--- src/rtl/instruction_fetch.sv ---
// Instruction-fetch stage: PC, imem req/ack master, {PC+4, instr} slot feeding IF/ID.
// Latency: ack in cycle t presents the instruction in t+1; zero-wait memory sustains one per cycle.
// Backpressure: pc_write=0 holds the slot; one extra ack is parked in a skid entry and requests pause.
module instruction_fetch #(
    parameter logic [31:0] RESET_PC = 32'h0000_0000
) (
    input  logic        clk,
    input  logic        rst,
    input  logic        pc_write,
    input  logic        redirect_valid,
    input  logic [31:0] redirect_pc,
    output logic        imem_req,
    output logic [31:0] imem_addr,
    input  logic        imem_ack,
    input  logic [31:0] imem_rdata,
    output logic [31:0] fetch_pc,
    output logic [31:0] fetch_instruction,
    output logic        fetch_flush,
    output logic        addr_err
);

    // FETCH issues requests, HOLD waits with slot+skid full, DRAIN retires a
    // request made stale by a redirect before jumping to the saved target.
    typedef enum logic [1:0] {
        FETCH = 2'd0,
        HOLD  = 2'd1,
        DRAIN = 2'd2
    } state_t;

    state_t      state_q, state_d;
    logic [31:0] pc_q, pc_d;
    logic [31:0] slot_instr_q, slot_instr_d;
    logic [31:0] slot_pc4_q, slot_pc4_d;
    logic        slot_vld_q, slot_vld_d;
    logic [31:0] skid_instr_q, skid_instr_d;
    logic [31:0] skid_pc4_q, skid_pc4_d;
    logic        skid_vld_q, skid_vld_d;
    logic [31:0] target_q, target_d;
    logic        addr_err_q, addr_err_d;

    logic        ack;
    logic        consume;
    logic [31:0] pc_plus4;
    logic [31:0] redirect_tgt;

    // Requests pause only in HOLD; the memory is never asked while in reset.
    assign imem_req          = ~rst & (state_q != HOLD);
    assign imem_addr         = pc_q;
    assign fetch_pc          = slot_pc4_q;
    assign fetch_instruction = slot_instr_q;
    assign fetch_flush       = ~slot_vld_q;
    assign addr_err          = addr_err_q;

    // An ack only counts against a live request, so a stray ack in HOLD is ignored.
    assign ack          = imem_ack & imem_req;
    assign consume      = slot_vld_q & pc_write;
    assign pc_plus4     = pc_q + 32'd4;
    assign redirect_tgt = {redirect_pc[31:2], 2'b00};

    // Next-state: redirect overrides everything, otherwise per-state fetch/stall handling.
    always_comb begin
        state_d      = state_q;
        pc_d         = pc_q;
        slot_instr_d = slot_instr_q;
        slot_pc4_d   = slot_pc4_q;
        slot_vld_d   = slot_vld_q;
        skid_instr_d = skid_instr_q;
        skid_pc4_d   = skid_pc4_q;
        skid_vld_d   = skid_vld_q;
        target_d     = target_q;
        addr_err_d   = addr_err_q;

        if (redirect_valid) begin
            // No delay slots: whatever is presented or parked is squashed.
            slot_vld_d = 1'b0;
            skid_vld_d = 1'b0;
            if (redirect_pc[1:0] != 2'b00) begin
                addr_err_d = 1'b1;
            end
            case (state_q)
                FETCH: begin
                    if (ack) begin
                        pc_d    = redirect_tgt;
                        state_d = FETCH;
                    end else begin
                        // Address must stay stable until the pending request completes.
                        target_d = redirect_tgt;
                        state_d  = DRAIN;
                    end
                end
                HOLD: begin
                    pc_d    = redirect_tgt;
                    state_d = FETCH;
                end
                DRAIN: begin
                    target_d = redirect_tgt;
                    if (ack) begin
                        pc_d    = redirect_tgt;
                        state_d = FETCH;
                    end
                end
                default: begin
                    state_d = FETCH;
                end
            endcase
        end else begin
            case (state_q)
                FETCH: begin
                    if (ack) begin
                        pc_d = pc_plus4;
                        if (!slot_vld_q || consume) begin
                            slot_instr_d = imem_rdata;
                            slot_pc4_d   = pc_plus4;
                            slot_vld_d   = 1'b1;
                        end else begin
                            skid_instr_d = imem_rdata;
                            skid_pc4_d   = pc_plus4;
                            skid_vld_d   = 1'b1;
                            state_d      = HOLD;
                        end
                    end else if (consume) begin
                        slot_vld_d = 1'b0;
                    end
                end
                HOLD: begin
                    if (pc_write) begin
                        slot_instr_d = skid_instr_q;
                        slot_pc4_d   = skid_pc4_q;
                        slot_vld_d   = skid_vld_q;
                        skid_vld_d   = 1'b0;
                        state_d      = FETCH;
                    end
                end
                DRAIN: begin
                    // Returned word belongs to the wrong path and is dropped.
                    if (ack) begin
                        pc_d    = target_q;
                        state_d = FETCH;
                    end
                end
                default: begin
                    state_d = FETCH;
                end
            endcase
        end
    end

    // State register with synchronous reset; outstanding requests are abandoned.
    always_ff @(posedge clk) begin
        if (rst) begin
            state_q      <= FETCH;
            pc_q         <= RESET_PC;
            slot_instr_q <= 32'd0;
            slot_pc4_q   <= 32'd0;
            slot_vld_q   <= 1'b0;
            skid_instr_q <= 32'd0;
            skid_pc4_q   <= 32'd0;
            skid_vld_q   <= 1'b0;
            target_q     <= 32'd0;
            addr_err_q   <= 1'b0;
        end else begin
            state_q      <= state_d;
            pc_q         <= pc_d;
            slot_instr_q <= slot_instr_d;
            slot_pc4_q   <= slot_pc4_d;
            slot_vld_q   <= slot_vld_d;
            skid_instr_q <= skid_instr_d;
            skid_pc4_q   <= skid_pc4_d;
            skid_vld_q   <= skid_vld_d;
            target_q     <= target_d;
            addr_err_q   <= addr_err_d;
        end
    end

endmodule

--- config.mk ---
export PLATFORM = sky130hd
export DESIGN_NAME = instruction_fetch
export DESIGN_NICKNAME = d
export VERILOG_FILES = /design/src/rtl/instruction_fetch.sv
export SDC_FILE = /design/constraint.sdc
export NUM_CORES = 1
export LEC_CHECK = 0
export BUFFER_PORTS_ARGS = -buffer_cell sky130_fd_sc_hd__buf_4
export CAP_MARGIN = 5
export CORE_MARGIN = 4
export CORE_UTILIZATION = 50
export CTS_CLUSTER_DIAMETER = 60
export DETAILED_ROUTE_END_ITERATION = 16
export GPL_ROUTABILITY_DRIVEN = 0
export HOLD_SLACK_MARGIN = 0.02
export PLACE_DENSITY = 0.82
export SYNTH_ARGS = -nofsm -noshare
export SYNTH_HDL_FRONTEND = slang
export SYNTH_SLANG_ARGS = --single-unit
--- constraint.sdc ---
create_clock -name clk -period 1.83 [get_ports clk]
set_input_delay 0.4575 -clock clk [delete_from_list [all_inputs] [get_ports clk]]
set_output_delay 0.4575 -clock clk [all_outputs]
set_load 0.02 [all_outputs]
Word level (Yosys, flattened, before mapping):

Cells that the tools add are included.

* bits in registers: 197
* output and inout bits: 99
* logic and storage cells: 84
* input bits: 69

* multiplexer cells: 33
* bitwise operators: 7
* reduce and logical (&&, ||, !) cells: 17
* add/sub/neg operators: 1
* eq/ne operators: 16

Operators by type and width (count)
* $mux 32: 11
* $pmux 32 s2: 5
* $add 32x3->32 const B: 1
* $ne 3x3->1 const B: 6
* $mux 2: 6
* $reduce_and 4->1: 3
* $ne 2x2->1 const B: 5
* $reduce_and 5->1: 2
* $mux 1: 7
* $ne 3x2->1 const B: 2
* $pmux 2 s3: 1
* $reduce_and 3->1: 2
* $reduce_bool 2->1: 3
* $not 1->1: 4
* $pmux 1 s2: 2
* $pmux 2 s2: 1
* $reduce_or 2->1: 2
* $and 1x1->1: 3
* $reduce_bool 3->1: 1
* $eq 2x1->1 const B: 1
* $eq 2x2->1 const B: 1
* $logic_not 2->1: 1
* $ne 2x1->1 const B: 1
* $reduce_and 2->1: 1
* 2 further kinds: 2

Depth between registers and ports, before layout:

Gate-level depths: netlist (run 1).

* depth after elaboration: 6
* mapped depth: 8
* depth with buffers taken out: 6

Worst setup path before layout (run 1):

Ideal clock, no wire load.

* kind: register to register
* start: register pc_q[3] (netlist: imem_addr[3])
* end: register slot_pc4_q[26] (netlist: fetch_pc[26])
* buffers on the path: 1
* period minus slack after synthesis: 2.117 ns
* stages on the path, launching flop included: 8
* library setup time: 0.134 ns
* data required time: 1.696 ns
* data arrival time: 1.983 ns
* setup slack: -0.287 ns
* cells stage by stage: dfxtp_1 -> ha_1 -> nand3_1 -> or2_2 -> clkbuf_1 -> nor4_4 -> xnor2_1 -> o22ai_1

* cells in the longest elaborated chain, start to end: 4

Ends and longest elaborated chain
* start, declared: RTL line 31 `logic [31:0] pc_q, pc_d;`
* start signal, assigned: RTL line 163 `pc_q <= pc_d;`
* $add 32x3->32: RTL line 57 `assign pc_plus4 = pc_q + 32'd4;`
* $mux 32: RTL line 111 `if (!slot_vld_q || consume) begin`
* $mux 32: RTL line 109 `if (ack) begin`
* $pmux 32 s2: RTL line 107 `case (state_q)`
* end signal, assigned: RTL line 165 `slot_pc4_q <= slot_pc4_d;`
* end, declared: RTL line 33 `logic [31:0] slot_pc4_q, slot_pc4_d;`

Every way passes these cells. The select of a mux whose other input is x is not followed.
A chain may end at the register's enable or synchronous reset.

Final worst setup path (run 1):

* start: register state_q[1]
* end: register skid_pc4_q[8]

* cells in the longest elaborated chain, start to end: 4
* elaborated cells between the ends (all ways): 5
* those cells by class: eq/ne: 1; bitwise: 2; reduce/logical: 2

Ends and longest elaborated chain
* start, declared: RTL line 30 `state_t state_q, state_d;`
* start signal, assigned: RTL line 162 `state_q <= state_d;`
* $ne 2x1->1: RTL line 47 `assign imem_req = ~rst & (state_q != HOLD);`
* $and 1x1->1: RTL line 47
* $and 1x1->1: RTL line 55 `assign ack = imem_ack & imem_req;`
* $reduce_and 4->1 (no source line) *
* end signal, assigned: RTL line 168 `skid_pc4_q <= skid_pc4_d;`
* end, declared: RTL line 36 `logic [31:0] skid_pc4_q, skid_pc4_d;`

Mark *: on every way between the ends. The rest lies on a longest branch, timed or not.

==> summary.md, run 1 <==
| Metric | Value |
|---|---|
| Congestion Overflow GR | `0` |
| DRT Pass-1 Iters | `5` |
| WL/cell | `19.7 um` |
| Worst-Skew Late Latency | `0.45 ns` |
| Post-Syn Area | `8580 um^2` |
| Sequential share of the synthesized area | `0.441` |
| Max-cap viol count | `0` |
| Hold WC Path Type | `in2reg` |
| Synth Flop Type | `dfxtp_1` |
| Critical hold path startpoint | `redirect_pc[14]` |
| Post-Layout Cell Count | `1,601` |
| Net Sw Frac | `0.278` |
| Clock Tree Root | `clkbuf_16` |
| Post-synth EDFFs | `0` |
| Hold endpoint | `target_q[14]` |
| Ant. Diodes | `0` |
| Detail Route Antenna Nets | `0` |
| Fmax | `486 MHz` |
| Final HPWL DP | `18,400 um` |
| Die span in y | `139 um` |
| Pwr Density | `783 nW/um^2` |
| Worst-margin pin slew | `0.539 ns` |
| Worst R2R Start | `state_q[1]` |
| Clock share of power | `0.416` |
| Logic pwr share | `0.135` |
| LEAKAGE | `0.00508 uW` |
| Core area | `16,700 um^2` |
| Worst R2R Setup Slack | `-0.23 ns` |
| Psw | `2700 uW` |
| Post-Place Cells | `1,545` |
| Share of power burned in registers | `0.449` |
| DR vias | `9,970` |
| Top-Level Pins | `168` |
| Share of cells above drive strength 1 | `0.334` |
| Avg Inst Size Synth | `7.68 um^2` |
| Pin count of the biggest net entering global routing | `112` |
| Total Power | `9680 uW` |
| Clock sinks | `189` |
| Total GRT Usage | `0.275` |
| Final period utilization | `1.12` |
| Final WS setup | `-0.226 ns` |
| Final slew viol count | `0` |
| Nets@finish | `1,438` |
| CP Capture Type | `flip-flop` |
| Status | `complete, but fails checks` |
| WL final | `31,600 um` |
| Critical R2R Capture | `skid_pc4_q[8]` |
| Layout area overhead | `44.1%` |
| #FFs+latches synth | `189` |
| Failing checks | `setup timing` |
| CTS tree | `yes` |
| DP Worst Slack | `-0.294 ns` |
| Clock Pin Slew Worst Setup and Hold Paths | `0.08 ns` |
| CP peak stage delay | `0.43 ns` |
| Clk buf depth | `2` |
| Number of antenna violations at the first check in global routing | `0` |
| # DRC | `0` |
| Post-synth ARST share | `0` |
| Max stage delay cell, worst path | `or3b_4` |
| Library cells used by synthesis | `61` |
| Starting DRT DRC Count | `1,121` |
| WHS | `0.261 ns` |
| Clock skew | `0.0137 ns` |
| YS warnings | `0` |
| First-pass GRT wire length | `44,100 um` |
| Post-Syn Instances | `1,117` |
| # rows | `47` |
| Hold Violations, Final | `0` |
| Maximum vdd drop | `0.000672 V` |
| Reg2reg path depth | `5` |
| Initial Util | `0.513` |
| RSZ-0062 raised after global routing | `yes` |
| Cts bufs inserted | `17` |
| Buffers added on ports | `163` |
| Int Power | `6980 uW` |
| Hold depth | `3` |
| Final setup viols | `77` |
| Critical path fanouts, max | `18` |
| Critical Path Source Type | `flip-flop` |
| Vias in the first global route | `8,729` |
| Setup CP Type | `reg2reg` |
| Worst endpoint required time | `2.15 ns` |
| Chip Width | `139 um` |
| Slew HR | `0.641` |
| Fin Setup TNS | `-5.83 ns` |
| Die area | `19,300 um^2` |
| Vias/cell | `6.23` |
| Arr. time, crit path | `2.38 ns` |
| H-tree depth | `4` |
| Hold buffers post-CTS | `0` |
| Cell Chain, Critical Path | `or3b_4, nor4_4, buf_4, nor2_1, a211oi_1` |
| Fin crit period | `2.06 ns` |
==> sequential cells by signal, summed over array words and instances (netlist names) <==
register,count
fetch_instruction,32
skid_instr_q,32
fetch_pc,30
imem_addr,30
skid_pc4_q,30
target_q,30
state_q,2
addr_err,1
skid_vld_q,1
slot_vld_q,1
==> cell usage after synthesis, types with 4 or more instances <==
cell / count / area share
a211o_1: 10 / 0.010
nor4_1: 12 / 0.0088
a21oi_1: 111 / 0.065
o21a_1: 5 / 0.0044
clkbuf_1: 78 / 0.034
buf_4: 4 / 0.0035
o21ai_0: 31 / 0.018
o22ai_1: 12 / 0.0088
xor2_1: 15 / 0.015
or3_1: 11 / 0.0080
nor2_1: 119 / 0.052
and3_1: 28 / 0.020
a221o_1: 5 / 0.0058
o211ai_1: 15 / 0.013
a311oi_1: 34 / 0.035
nor3_1: 17 / 0.0099
dfxtp_1: 189 / 0.44
nand2b_1: 6 / 0.0044
xnor2_1: 11 / 0.011
nand3_1: 27 / 0.016
a211oi_1: 31 / 0.027
buf_2: 15 / 0.0088
nand4_1: 14 / 0.010
inv_1: 8 / 0.0035
a31oi_1: 7 / 0.0051
nand2_1: 251 / 0.11
==> metrics by stage <==
stage | utilization | instance area (um^2)
floorplan | - | 8730
global placement | 0.660 | 11000
detailed placement | 0.660 | 11000
CTS | 0.710 | 11900
global route | 0.740 | 12400
finish | 0.740 | 12400
==> logic make-up after synthesis <==
logic type / count (synthesis) / share of synthesized area
AND/OR/NAND/NOR: 508 / 0.263
AO/OA/AOI/OAI: 282 / 0.214
flip-flops: 189 / 0.441
buffers and inverters: 109 / 0.0516
XOR/XNOR: 26 / 0.0266
adder cells (fa/ha/maj): 1 / 0.00146
other: 1 / 0.000437
multiplexers: 1 / 0.00117
==> cell usage in the layout, fill, tap and decap left out, drive strengths merged, types with 5 or more instances in the layout <==
master and count:
o211ai 15, nand2 251, dfxtp 189, a31oi 7, or3 11, a211o 10, nor4 14, xor2 15
a311oi 34, nand4 15, buf 328, o21ai 31, clkbuf 18, o22ai 12, inv 17, o21a 5
a221o 5, and3 28, nand2b 6, nor3 19, a21oi 111, nor2 119, xnor2 11, a211oi 32
nand3 27
==> worst max-delay path by stage <==
stage,start,to,slack (ns),depth (start not counted)
floorplan,redirect_valid,fetch_instruction[0],-0.04,7
global placement,rst,skid_pc4_q[2],-0.21,6
detailed placement,rst,imem_addr[17],-0.29,6
CTS,imem_addr[14],skid_pc4_q[26],-0.04,5
global route,imem_addr[16],skid_pc4_q[31],-0.25,7
finish,state_q[1],skid_pc4_q[8],-0.23,5
==> power by group through the flow <==
| stage | sequential (uW) | clock (uW) | combinational, uW |
|---|---|---|---|
| after floorplan | 4530 | 0 | 495 |
| after global placement | 4420 | 0 | 1190 |
| after detailed placement | 4430 | 0 | 1210 |
| after CTS | 4340 | 4030 | 1230 |
| after global routing | 4360 | 4210 | 1380 |
| final | 4350 | 4020 | 1310 |
==> layer usage <==
metal,vias up,routed length [um],track usage
met5,-,0,0
met4,0,1800,0.104
met3,186,3460,0.0579
met2,765,14500,0.436
met1,4591,11900,0.370
li1,4428,-,-
==> area by class of cell <==
type / count / area, um^2
clock buffer: 18 / 450
clock inverter: 14 / 189
fill: 1112 / 4340
inverter: 9 / 33.8
multi-input combinational: 822 / 4880
sequential: 189 / 3830
tap: 220 / 275
timing repair buffer: 329 / 2700
==> critical path: cells and delay by family, from the launching register on <==
family | cells | cell delay [ns]
AO/OA/AOI/OAI | 1 | 0.34
buffers and inverters | 1 | 0.32
flip-flops | 1 | 0.39
AND/OR/NAND/NOR | 3 | 0.88
==> what timing repair did <==
item / CTS / global route
gates resized for setup: 25 / 75
hold endpoints to repair: 0 / 0
buffers inserted: 9 / 14
endpoints found under the setup margin: 39 / 118
gates cloned: 1 / 0
pin swaps: 16 / 47
Note: power is estimated with default switching activity, not from simulation.
==> run 2, diff against run 1 <==
--- a/config.mk
+++ b/config.mk
@@ -8,12 +8,13 @@
 export BUFFER_PORTS_ARGS = -buffer_cell sky130_fd_sc_hd__buf_4
 export CAP_MARGIN = 5
 export CORE_MARGIN = 4
-export CORE_UTILIZATION = 50
+export CORE_UTILIZATION = 55
 export CTS_CLUSTER_DIAMETER = 60
 export DETAILED_ROUTE_END_ITERATION = 16
 export GPL_ROUTABILITY_DRIVEN = 0
 export HOLD_SLACK_MARGIN = 0.02
-export PLACE_DENSITY = 0.82
+export PLACE_DENSITY = 0.86
+export SKIP_CTS_REPAIR_TIMING = 1
 export SYNTH_ARGS = -nofsm -noshare
 export SYNTH_HDL_FRONTEND = slang
 export SYNTH_SLANG_ARGS = --single-unit
==> constraint.sdc (replaced) <==
create_clock -name clk -period 2.1 [get_ports clk]
set_input_delay 0.525 -clock clk [delete_from_list [all_inputs] [get_ports clk]]
set_output_delay 0.525 -clock clk [all_outputs]
set_load 0.02 [all_outputs]
==> run 2 against run 1 <==
Net effect:
- combinational power is 22% lower
- first-iteration DRC count is 7.5% lower
- global-route usage is 0.65 points higher
- clock power is 19% lower
- worst setup slack better by 0.30 ns
- sequential share of layout area is 2.7 points higher
- die area is 8.6% lower
- critical path depth stayed put
- the run now ends clean
- clock-buffer cell count is 3 higher
- critical path type is now reg2out
==> summary.md, run 2 (same netlist as run 1, synthesis figures left out) <==
| Metric | Value |
|---|---|
| Layout area overhead | `31.1%` |
| Final HPWL DP | `17,700 um` |
| Initial Util | `0.562` |
| Congestion Overflow GR | `0` |
| Ant. Diodes | `0` |
| DRT Pass-1 Iters | `6` |
| Worst endpoint required time | `1.57 ns` |
| # DRC | `0` |
| Core Util, Final | `0.737` |
| Die area | `17,700 um^2` |
| Clock sinks | `189` |
| CTS tree | `yes` |
| Worst R2R Start | `imem_addr[15]` |
| LEAKAGE | `0.00444 uW` |
| Max-cap viol count | `0` |
| Met3 usage in global routing | `0.0586` |
| Fillcell total | `1,152` |
| Final setup viols | `0` |
| Buffers added on ports | `163` |
| Hold Violations, Final | `0` |
| Global route hottest layer | `met2` |
| Clk buf depth | `2` |
| Clock skew | `0.0102 ns` |
| Pwr Density | `716 nW/um^2` |
| Critical hold path startpoint | `imem_ack` |
| Critical Path Source Type | `flip-flop` |
| H-tree depth | `4` |
| Hold WC Path Type | `in2reg` |
| Number of antenna violations at the first check in global routing | `0` |
| Clock Pin Slew Worst Setup and Hold Paths | `0.07 ns` |
| Fin Setup TNS | `0 ns` |
| Worst-Skew Late Latency | `0.44 ns` |
| WL final | `26,400 um` |
| Post-Layout Cell Count | `1,524` |
| Detail Route Antenna Nets | `0` |
| Hold depth | `2` |
| Vias/cell | `5.95` |
| WL/cell | `17.3 um` |
| Vias in the first global route | `8,271` |
| Met2 Usage GRT | `0.454` |
| Die span in y | `133 um` |
| Core area | `15,300 um^2` |
| Arr. time, crit path | `1.50 ns` |
| Status | `complete, no violations` |
| CP Capture Type | `output port` |
| DR vias | `9,068` |
| Commonest cells after routing, fill and taps aside | `nand2_1, buf_4, dfxtp_1` |
| Clock Tree Root | `clkbuf_16` |
| Post-Place Cells | `1,481` |
| Fmax | `494 MHz` |
| First-pass GRT wire length | `41,100 um` |
| Total GRT Usage | `0.281` |
| Critical path fanouts, max | `11` |
| Met1 Usage GRT | `0.371` |
| Maximum vdd drop | `0.000635 V` |
| Reg2reg path depth | `6` |
| Hold endpoint | `state_q[1]` |
| Critical R2R Capture | `imem_addr[26]` |
| Starting DRT DRC Count | `1,037` |
| # rows | `45` |
| Final slew viol count | `0` |
| Pin count of the biggest net entering global routing | `59` |
| Top-Level Pins | `168` |
| Chip Width | `133 um` |
| Share of cells above drive strength 1 | `0.243` |
| Nets@finish | `1,370` |
| Final period utilization | `0.964` |
| Cts bufs inserted | `17` |
| Fin crit period | `2.02 ns` |
| Worst R2R Setup Slack | `0.08 ns` |
| Setup CP Type | `reg2out` |
| Commonest non-fill, non-tap cell in the layout | `nand2_1` |
## run 2: cell count changes in the layout (fill, tap and decap cells not counted), moves of 7 or more
cell     delta
nand3_1     +9
dfxtp_1    +21
dfxtp_2    -14
nor2_1      +7
dfxtp_4     -7
buf_6      -12
buf_4      -54
## run 2: per-stage QoR
stage / setup slack (ns) / total power, uW / cell area (um^2) / hold WS [ns]
3_5_place_dp: -0.0785 / 4850 / 10500 / 0.442
5_1_grt: -0.00923 / 8310 / 11200 / 0.284
2_1_floorplan: 0.0376 / 4370 / 8590 / 0.427
4_1_cts: -0.0587 / 8060 / 11100 / 0.268
6_report: 0.0764 / 8050 / 11200 / 0.278
3_3_place_gp: -0.00715 / 4820 / 10500 / 0.437
## run 2: worst max-delay path, cell delays in order (launching register included)
cell,delay (ns)
dfxtp_1,0.35
buf_4,0.18
nor2b_4,0.17
buf_12,0.16
nor2_1,0.04
buf_4,0.16
## run 2: how the worst max path moves through the flow
stage                              from               end  slack, ns  depth (start not counted)
after floorplan           imem_addr[19]      fetch_pc[26]       0.04                          6
after global placement              rst  skid_instr_q[25]     -0.007                          8
after detailed placement            rst   skid_instr_q[9]      -0.08                          8
after CTS                    state_q[1]          imem_req      -0.06                          5
after global routing      imem_addr[19]    skid_pc4_q[22]     -0.009                          5
final                        state_q[1]          imem_req       0.08                          5
## run 2: power by group
group	switching (uW)	total [uW]	internal, uW
registers	82.7	3780	3700
clock network	1460	3260	1790
logic	595	1020	423
total	2140	8050	5920
## run 2: layout make-up
type | instances | area (um^2) | area share
multi-input combinational | 822 | 4440 | 0.394
sequential | 189 | 3790 | 0.337
timing repair buffer | 261 | 2120 | 0.188
clock buffer | 21 | 480 | 0.0427
tap | 211 | 264 | 0.0235
clock inverter | 11 | 124 | 0.0110
inverter | 9 | 33.8 | 0.00300
## run 2: routing by layer
metal / vias up / share of wire
li1: 4279 / -
met1: 4154 / 0.39
met2: 545 / 0.47
met3: 90 / 0.11
met4: 0 / 0.030
met5: - / 0
